==> config.mk <==
export PLATFORM = sky130hd
export DESIGN_NAME = dsec_in_packer
export DESIGN_NICKNAME = d
export VERILOG_FILES = /design/src/rtl/dsec_in_packer.sv
export SDC_FILE = /design/constraint.sdc
export NUM_CORES = 1
export LEC_CHECK = 0
export CAP_MARGIN = 15
export CORE_AREA = 2 2 157 159
export DETAILED_ROUTE_END_ITERATION = 16
export DIE_AREA = 0 0 159 161
export PLACE_DENSITY = 0.71
export SYNTH_ARGS = -nofsm -noshare
export SYNTH_HDL_FRONTEND = slang
export SYNTH_SLANG_ARGS = --single-unit
==> constraint.sdc <==
create_clock -name clk -period 2.84 [get_ports clk]
set_input_delay 0.284 -clock clk [delete_from_list [all_inputs] [get_ports clk]]
set_output_delay 0.284 -clock clk [all_outputs]
set_load 0.05 [all_outputs]
==> src/rtl/dsec_in_packer.sv <==
// Packs pairs of 32-bit SDRAM read words into 64-bit blocks and queues them
// in a first-word-fall-through FIFO for the DSEC input port.
module dsec_in_packer #(
  parameter int DEPTH = 4,
  parameter int LW    = $clog2(DEPTH) + 1
) (
  input  logic          clk,
  input  logic          rst_n,
  input  logic [31:0]   word_in,
  input  logic          word_valid,
  output logic          word_ready,
  input  logic          flush,
  input  logic          rdy,
  output logic          in_valid,
  output logic [63:0]   data_in,
  output logic [LW-1:0] fifo_level,
  output logic          busy
);

  localparam int PW = $clog2(DEPTH);

  // Handshakes: a word moves when word_valid && word_ready; a block moves
  // when in_valid && rdy. Neither ready depends on the matching valid.
  typedef enum logic {LO = 1'b0, HI = 1'b1} state_t;

  state_t        state, state_next;
  logic [31:0]   lo_reg;
  logic          flush_pend, flush_pend_next;
  logic [63:0]   mem [DEPTH];
  logic [PW-1:0] wr_ptr, rd_ptr;
  logic [LW-1:0] level;
  logic          full, accept, pop, push, load_lo;
  logic [63:0]   push_data;

  assign full       = (level == LW'(DEPTH));
  assign word_ready = !full;
  assign accept     = word_valid && word_ready;
  assign in_valid   = (level != '0);
  assign pop        = in_valid && rdy;
  assign data_in    = in_valid ? mem[rd_ptr] : 64'h0;
  assign fifo_level = level;
  assign busy       = (state == HI) || in_valid;

  always_comb begin
    state_next      = state;
    flush_pend_next = flush_pend;
    push            = 1'b0;
    push_data       = 64'h0;
    load_lo         = 1'b0;
    case (state)
      LO: begin
        flush_pend_next = 1'b0;
        if (accept) begin
          load_lo    = 1'b1;
          state_next = HI;
        end
      end
      HI: begin
        if (accept) begin
          push            = 1'b1;
          push_data       = {word_in, lo_reg};
          state_next      = LO;
          flush_pend_next = 1'b0;
        end else if (flush_pend && !full) begin
          // Pending half is emitted alone with a zero upper word.
          push            = 1'b1;
          push_data       = {32'h0, lo_reg};
          state_next      = LO;
          flush_pend_next = 1'b0;
        end else if (flush) begin
          flush_pend_next = 1'b1;
        end
      end
      default: state_next = LO;
    endcase
  end

  always_ff @(posedge clk or negedge rst_n) begin
    if (!rst_n) begin
      state      <= LO;
      lo_reg     <= 32'h0;
      flush_pend <= 1'b0;
      wr_ptr     <= '0;
      rd_ptr     <= '0;
      level      <= '0;
    end else begin
      state      <= state_next;
      flush_pend <= flush_pend_next;
      if (load_lo) lo_reg <= word_in;
      if (push)    wr_ptr <= wr_ptr + 1'b1;
      if (pop)     rd_ptr <= rd_ptr + 1'b1;
      case ({push, pop})
        2'b10:   level <= level + 1'b1;
        2'b01:   level <= level - 1'b1;
        default: level <= level;
      endcase
    end
  end

  // Storage needs no reset: data_in is masked to zero while the FIFO is empty.
  always_ff @(posedge clk) begin
    if (push) mem[wr_ptr] <= push_data;
  end

endmodule

# Yosys cells after proc, flatten, opt, wreduce, memory -nomap -nowiden

Memories as Yosys holds them, arrays and structs flattened.
Cells that the tools add are included.

Register bits: 41
RAM bits: 256
Output and inout port bits: 70
Logic and storage cells: 42
Memories: 1

$add $sub $neg: 4
Equality and inequality tests: 4
Mux-type cells: 19
Bitwise operators: 1
Reduce and logical (&&, ||, !) cells: 7

Memories:

| name | depth | bits a word | rd ports | clocked after memory_dff | write ports | RTL line | text |
|---|---|---|---|---|---|---|---|
| mem  | 4     | 64          | 1        | 0                        | 1           | 29       | `logic [63:0] mem [DEPTH];` |

Operator list:

| operator                                                            | count |
|---|---|
| 64-bit two-way mux                                                  | 3 |
| 32-bit two-way mux                                                  | 1 |
| 1-bit two-way mux                                                   | 12 |
| 3-bit one-hot mux with 2 select lines                               | 1 |
| 2-bit by 1-bit adder with 2-bit output (second input constant)      | 2 |
| 4-bit by 2-bit != test with 1-bit output (second input constant)    | 1 |
| 1-bit one-hot mux with 2 select lines                               | 2 |
| 3-bit by 1-bit adder with 3-bit output (second input constant)      | 1 |
| 3-bit == test (second input constant)                               | 1 |
| 1-bit logical AND                                                   | 3 |
| 3-bit nonzero test                                                  | 1 |
| 3-bit by 1-bit subtractor with 3-bit output (second input constant) | 1 |
| 2-bit by 1-bit == test with 1-bit output (second input constant)    | 1 |
| 2-bit == test (second input constant)                               | 1 |
| 2-bit nonzero test                                                  | 1 |
| 1-bit logical NOT                                                   | 1 |
| 1-bit logical OR                                                    | 1 |
| 1-bit NOT                                                           | 1 |

# Logic depth before layout (Yosys ltp)

Gate-level depths: netlist of run 1.

Depth in word-level cells: 8
Depth in mapped cells: 11
Gate-level depth less buffers: 9

# Worst setup path before layout of run 1

OpenSTA, ideal clock, no wires.

Kind: reg2reg
From: register level[2], in the netlist fifo_level[2]
To: memory mem[0][0], enable pin
Arrival: 2.739 ns
Data required time: 2.411 ns
Slack: -0.328 ns
Cell stages (with the launch flop): 5
Cell sequence: dfrtp_1 nor3b_4 nor2_1 clkbuf_2 and2_1

Word-level cells in the longest chain between the ends: 8
Elaborated cells on any way between the ends: 9
Those cells by class: eq/ne (1); mux (5); reduce/logical (3)

Ends and longest elaborated chain:

| what                                      | RTL line | text |
|---|---|---|
| from (decl)                               | 31       | `logic [LW-1:0] level;` |
| from (signal assigned)                    | 93       | `2'b10: level <= level + 1'b1;` |
| from (signal assigned)                    | 94       | `2'b01: level <= level - 1'b1;` |
| from (signal assigned)                    | 95       | `default: level <= level;` |
| 3-bit == test *                           | 35       | `assign full = (level == LW'(DEPTH));` |
| 1-bit logical NOT *                       | 36, 64   |  |
| 1-bit logical AND                         | 64       | `end else if (flush_pend && !full) begin` |
| 1-bit two-way mux                         | 64       |  |
| 1-bit two-way mux *                       | 59       | `if (accept) begin` |
| 1-bit two-way mux *                       | 50       | `case (state)` |
| 1-bit two-way mux *                       | 102      | `if (push) mem[wr_ptr] <= push_data;` |
| 1-bit two-way mux (implied by the code) * | 102      |  |
| to (decl)                                 | 29       |  |

Mark *: on every way between the ends. The rest lies on a longest branch, timed or not.

# Worst setup path after layout of run 1

From: register rd_ptr[0]
To: output data_in[14]

Word-level cells in the longest chain between the ends: 2

Ends and longest elaborated chain:

| what                   | RTL line | text |
|---|---|---|
| from (decl)            | 30       | `logic [PW-1:0] wr_ptr, rd_ptr;` |
| from (signal assigned) | 91       | `if (pop) rd_ptr <= rd_ptr + 1'b1;` |
| memory read 4 x 64 bit | -        |  |
| 64-bit two-way mux     | 40       | `assign data_in = in_valid ? mem[rd_ptr] : 64'h0;` |
| to (decl)              | 15       | `output logic [63:0] data_in,` |

No other way between the ends.

==> qor.yml, run 1 <==
clock_tree:
  numCtsBuffers: 30
  clkTransAtPathRegs_ns: 0.06
  clockBufferDepth: 3
  cts_tree: "yes"
  clock-sinks: 297
  insertion_delay_ns: 0.54
  cts_resized: 0
  root_buffer: "clkbuf_16"
  ctsHtreeMaxLevel: 1
global_routing:
  grt_usage_pct: 18.5
  grt_max_degree: 42
  overflow: 0
  grt_pass1_vias: 6386
  antenna_found_initial: 0
  grt_pass1_wl_mm: 36.7
sta:
  slew_headroom_pct: 30.5
  grt_setup_unrepaired: "false"
  worst_clock_skew_ns: 0.0195
  fin_crit_ns: 2.66
  finalSetupViolations: 0
  worst_pin_slew_ns: 1.04
  finalHoldViolations: 0
  finalCritPeriodShare_pct: 93.7
  slew_viol_final: 0
  max_freq_mhz: 376
  timing.setup.tns_ns: 0
floorplan:
  io_pins: 107
  core-area_um2: 24000
  rows: 57
  initial_core_util_pct: 49.3
  die_x_um: 159
  die_area_um2: 25600
  die_height_um: 161
placed_design:
  dpl.hpwl_mm: 14.4
  io_buffers: 106
  place_area_um2: 13200
  gp_congestion: 0.729
logic_synthesis:
  synth_area_um2: 11800
  syn_nets: 637
  synth_enable_flop_cells: 256
  synth_cell_types: 27
  syn_inst: 594
  ys_seq_area_share_pct: 73.8
  ys_seq_elements: 297
  syn_area_per_cell_um2: 19.9
  ys_warn_count: 0
  synth-main-ff-cell: "edfxtp_1"
  synthArstFlopShare_pct: 13.8
setup_path:
  cp.required_ns: 2.56
  cpPeakStageDelay_ns: 0.67
  r2r-start: "fifo_level[0]"
  critPathBufInv: 2
  path_class: "reg -> out"
  r2r_setup_slack_ns: 0.64
  start_kind: "flop"
  r2r_cells: 8
  cp-end-kind: "output port"
  arrival_ns: 2.38
  path_delay_family: "flip-flops"
  path_cells: "buf_12 > mux4_2 > and2_1 > buf_4"
  cp_slowest_cell: "dfrtp_4"
  path_max_fanout: 18
  r2r_end: "fifo_level[2]"
routing:
  drtIter0Drc: 421
  vias_per_cell: 5.49
  vias: 5850
  first_pass_iters: 4
  wl_mm: 23.5
  drc: 0
  wire_per_inst_um: 22.0
  ant_nets: 0
final_layout:
  largest_reg_flops: 256
  drive_gt1_share_pct: 30.6
  syn2layout_area_growth_pct: 19.8
  nFillCells: 1784
  insertedDiodeCount: 0
  final_net_count: 760
  fin_area_um2: 14200
worst_hold_path:
  hold_start: "word_in[1]"
  holdPathStages: 2
  whs_endpoint: "lo_reg[1]"
  min_path_type: "in -> reg"
job:
  maxCapViolCount: 0
outcome:
  status: "complete, no violations"
[cell families (layout without fill, tap and decap cells)]
logic type	count (synthesis)	after routing	synth area share, %
AOI/OAI and AO/OA	3	3	0.201
xor gates and xnor gates	6	6	0.445
adders and majority gates	6	6	0.699
buffers and inverters	42	189	1.80
DFF	297	297	73.8
muxes	98	98	15.4
and+or+nand+nor	142	142	7.66
[area by class of cell]
class | instances | area, µm² | share of cell area [%]
Clock buffer | 39 | 806 | 5.69
Tap cell | 324 | 405 | 2.86
Timing Repair Buffer | 126 | 1200 | 8.45
Inverter | 7 | 26.3 | 0.186
Sequential cell | 297 | 8720 | 61.6
Clock inverter | 17 | 103 | 0.725
Multi-Input combinational cell | 255 | 2900 | 20.5
[placed cells by master, fill, tap and decap left out, types with 12 or more instances in the layout]
master / synthesis / final
clkdlybuf4s50_1: 0 / 40
dfrtp_1: 41 / 39
buf_4: 5 / 72
and2_1: 101 / 97
buf_12: 0 / 12
edfxtp_1: 256 / 256
mux2_2: 26 / 26
and3_1: 32 / 32
mux4_2: 64 / 64
clkbuf_16: 0 / 31
[through the flow]
step | std cells | utilization [%] | hold WS, ns | worst slack (ns)
floorplan | 594 | - | -0.0116 | 0.371
global placement | 1008 | 55.2 | 0.464 | 0.593
detailed placement | 1008 | 55.2 | 0.473 | 0.549
CTS | 1065 | 59.1 | 0.366 | 0.0999
global route | 1065 | 59.1 | 0.400 | 0.0561
finish | 1065 | 59.1 | 0.377 | 0.179
[metal layers]
layer	wire, µm	vias up	global-route usage, %
met3	1040	31	2.93
met2	12400	157	34.1
met1	9600	3101	23.5
li1	-	2561	-
met5	0	-	0
met4	396	0	3.93
[cells in the mapped netlist, types with 2 or more instances]
cell type	count	share of area, %
edfxtp_1	256	65
and2_1	101	5.3
mux4_2	64	12
dfrtp_1	41	8.7
and3_1	32	1.7
mux2_2	26	2.5
clkbuf_1	16	0.51
buf_2	9	0.38
inv_1	7	0.22
mux2_1	7	0.67
buf_4	5	0.32
ha_1	5	0.53
buf_6	3	0.29
nor2_1	3	0.095
xnor2_1	3	0.22
xor2_1	3	0.22
clkbuf_2	2	0.085
nor3b_4	2	0.32
[what timing repair did]
action,CTS,global route
hold buffers,1,0
setup buffers,0,0
endpoints found under the hold margin,41,0
[how the worst max path moves through the flow]
stage / to / slack, ns / cells past startpoint / startpoint
2_1_floorplan: mem[0][0] / 0.37 / 4 / fifo_level[2]
3_3_place_gp: mem[0][34] / 0.59 / 6 / word_valid
3_5_place_dp: mem[1][12] / 0.55 / 6 / word_valid
4_1_cts: data_in[45] / 0.1 / 4 / rd_ptr[0]
5_1_grt: data_in[47] / 0.06 / 4 / rd_ptr[0]
6_report: data_in[14] / 0.18 / 4 / rd_ptr[0]
Power of run 1 is left out: the tool's default activity adds up to more than one toggle a clock period on the data nets, which glitch-free logic cannot reach.
==> inputs of run 2 (changes only) <==
--- a/config.mk
+++ b/config.mk
@@ -9,7 +9,9 @@
 export CORE_AREA = 2 2 157 159
 export DETAILED_ROUTE_END_ITERATION = 16
 export DIE_AREA = 0 0 159 161
+export HOLD_SLACK_MARGIN = 0.03
 export PLACE_DENSITY = 0.71
+export REMOVE_ABC_BUFFERS = 1
 export SYNTH_ARGS = -nofsm -noshare
 export SYNTH_HDL_FRONTEND = slang
 export SYNTH_SLANG_ARGS = --single-unit
==> run 2 against run 1 <==
Setup slack got worse by 0.0043 ns; sequential cell count did not move; cell count rose by 0.75%; die area did not move; via count rose by 0.58%; clock skew fell by 0.010 ns; utilization rose by 0.71 points; design area rose by 1.2%.
==> qor.yml, run 2 (synthesis gave the netlist of run 1 again) <==
sta:
  slew_headroom_pct: 57.0  # +27 points
  worst_clock_skew_ns: 0.00913  # -0.0103 ns
  grt_setup_unrepaired: "false"
  fin_crit_ns: 2.67  # +0.00432 ns
  timing.setup.tns_ns: 0  # unchanged
  slew_viol_final: 0  # unchanged
  finalHoldViolations: 0  # unchanged
  finalSetupViolations: 0  # unchanged
  whs_ns: 0.187  # -0.190 ns
  finalCritPeriodShare_pct: 93.9  # +0.15 points
  worst_pin_slew_ns: 0.642  # -0.400 ns
  worst_slack_ns: 0.174  # -0.00432 ns
  max_freq_mhz: 375  # -0.16%
final_layout:
  final_cell_mix: "256 x edfxtp_1, 97 x and2_1, 83 x buf_4"
  final_common_cell: "edfxtp_1"
  seq_area_um2: 8720  # about the same
  insertedDiodeCount: 0  # unchanged
  largest_reg_flops: 256  # unchanged
  final_net_count: 770  # +1.3%
  fin_area_um2: 14300  # +1.2%
  nFillCells: 1787  # +0.17%
  multiInputGateArea_um2: 2910  # +0.52%
  syn2layout_area_growth_pct: 21.2
  drive_gt1_share_pct: 33.0  # +2.3 points
clock_tree:
  root_buffer: "clkbuf_16"
  ctsHtreeMaxLevel: 1  # unchanged
  clkTransAtPathRegs_ns: 0.06  # about the same
  numCtsBuffers: 29  # -3.3%
  insertion_delay_ns: 0.53  # about the same
  clock-sinks: 297  # unchanged
  cts_tree: "yes"
  clockBufferDepth: 3  # unchanged
placed_design:
  io_buffers: 106  # unchanged
  pre_cts_ws_ns: 0.359  # -0.189 ns
  place_area_um2: 13300  # +0.39%
  gp_congestion: 0.745  # +2.2%
  dpl.hpwl_mm: 14.3  # -0.53%
setup_path:
  r2r_setup_slack_ns: 0.55  # -0.09 ns
  r2r_end: "fifo_level[2]"
  r2r-start: "fifo_level[0]"
  path_cells: "or3_2 > buf_6 > or2_2 > buf_4"
  start_kind: "flop"
  arrival_ns: 2.38  # about the same
  cp_slowest_cell: "or3_2"
  cp-end-kind: "output port"
  r2r_cells: 9  # +1
  path_max_fanout: 66  # +48
  cp.required_ns: 2.56  # about the same
  cpPeakStageDelay_ns: 0.57  # -0.10 ns
  path_class: "reg -> out"
routing:
  first_pass_iters: 5  # +1
  vias_per_cell: 5.48  # -0.17%
  ant_nets: 0  # unchanged
  drc: 0  # unchanged
  wl_met3_mm: 1.25  # +21%
  wl_met2_mm: 11.4  # -8.4%
  wl_mm: 23.4  # -0.53%
  vias: 5884  # +0.58%
  wl_met1_mm: 10.4  # +8.0%
  drtIter0Drc: 480  # +14%
  wire_per_inst_um: 21.8  # -1.3%
  top_layer: "met4"
global_routing:
  grt_pass1_vias: 6317  # -1.1%
  grt_max_degree: 67  # +60%
  grt_pass1_wl_mm: 36.7  # +0.13%
  antenna_found_initial: 0  # unchanged
  overflow: 0  # unchanged
  grt_usage_pct: 18.6  # about the same
floorplan:
  core-area_um2: 24000  # unchanged
  die_x_um: 159  # unchanged
  rows: 57  # unchanged
  initial_core_util_pct: 49.3  # unchanged
  die_height_um: 161  # unchanged
  die_area_um2: 25600  # unchanged
  io_pins: 107  # unchanged
job:
  maxCapViolCount: 0  # unchanged
worst_hold_path:
  min_path_type: "in -> async"
outcome:
  status: "complete, no violations"
## run 2: what timing repair did
action	CTS	global route
endpoints found under the hold margin	10	0
setup endpoints to repair	0	5
hold buffers	1	0
gates resized for setup	0	1
setup buffers	0	5
## run 2: per-stage QoR
| step | instances | utilization (%) |
|---|---|---|
| floorplan | 559 | - |
| global placement | 1014 | 55.4 |
| detailed placement | 1014 | 55.4 |
| CTS | 1068 | 59.6 |
| global route | 1073 | 59.8 |
| finish | 1073 | 59.8 |
## run 2: worst max-delay path: cells and delay by family (launching register included)
kind	cells	cell delay, ns
and+or+nand+nor	2	0.90
buffers and inverters	2	0.47
DFF	1	0.46
## run 2: worst max path at each step
stage,cells after the start,slack [ns],from,endpoint
finish,4,0.17,fifo_level[0],busy
global route,2,0.09,fifo_level[0],in_valid
CTS,4,0.04,fifo_level[0],busy
detailed placement,6,0.36,word_valid,mem[1][41]
global placement,6,0.42,word_valid,mem[1][41]
floorplan,2,-1.02,rd_ptr[0],data_in[0]
## run 2: per-layer routing
| layer | global-route usage (%) | vias to the layer above |
|---|---|---|
| li1 | - | 2591 |
| met2 | 30.5 | 168 |
| met4 | 4.05 | 0 |
| met3 | 3.31 | 32 |
| met5 | 0 | - |
| met1 | 26.4 | 3093 |
## run 2: area by class of cell
type / instances / area share (%)
Timing Repair Buffer: 137 / 8.87
Clock buffer: 40 / 5.85
Multi-Input combinational cell: 255 / 20.3
Inverter: 7 / 0.183
Sequential cell: 297 / 60.9
Clock inverter: 13 / 1.03
Tap cell: 324 / 2.83
Power of run 2 is left out for the same reason.
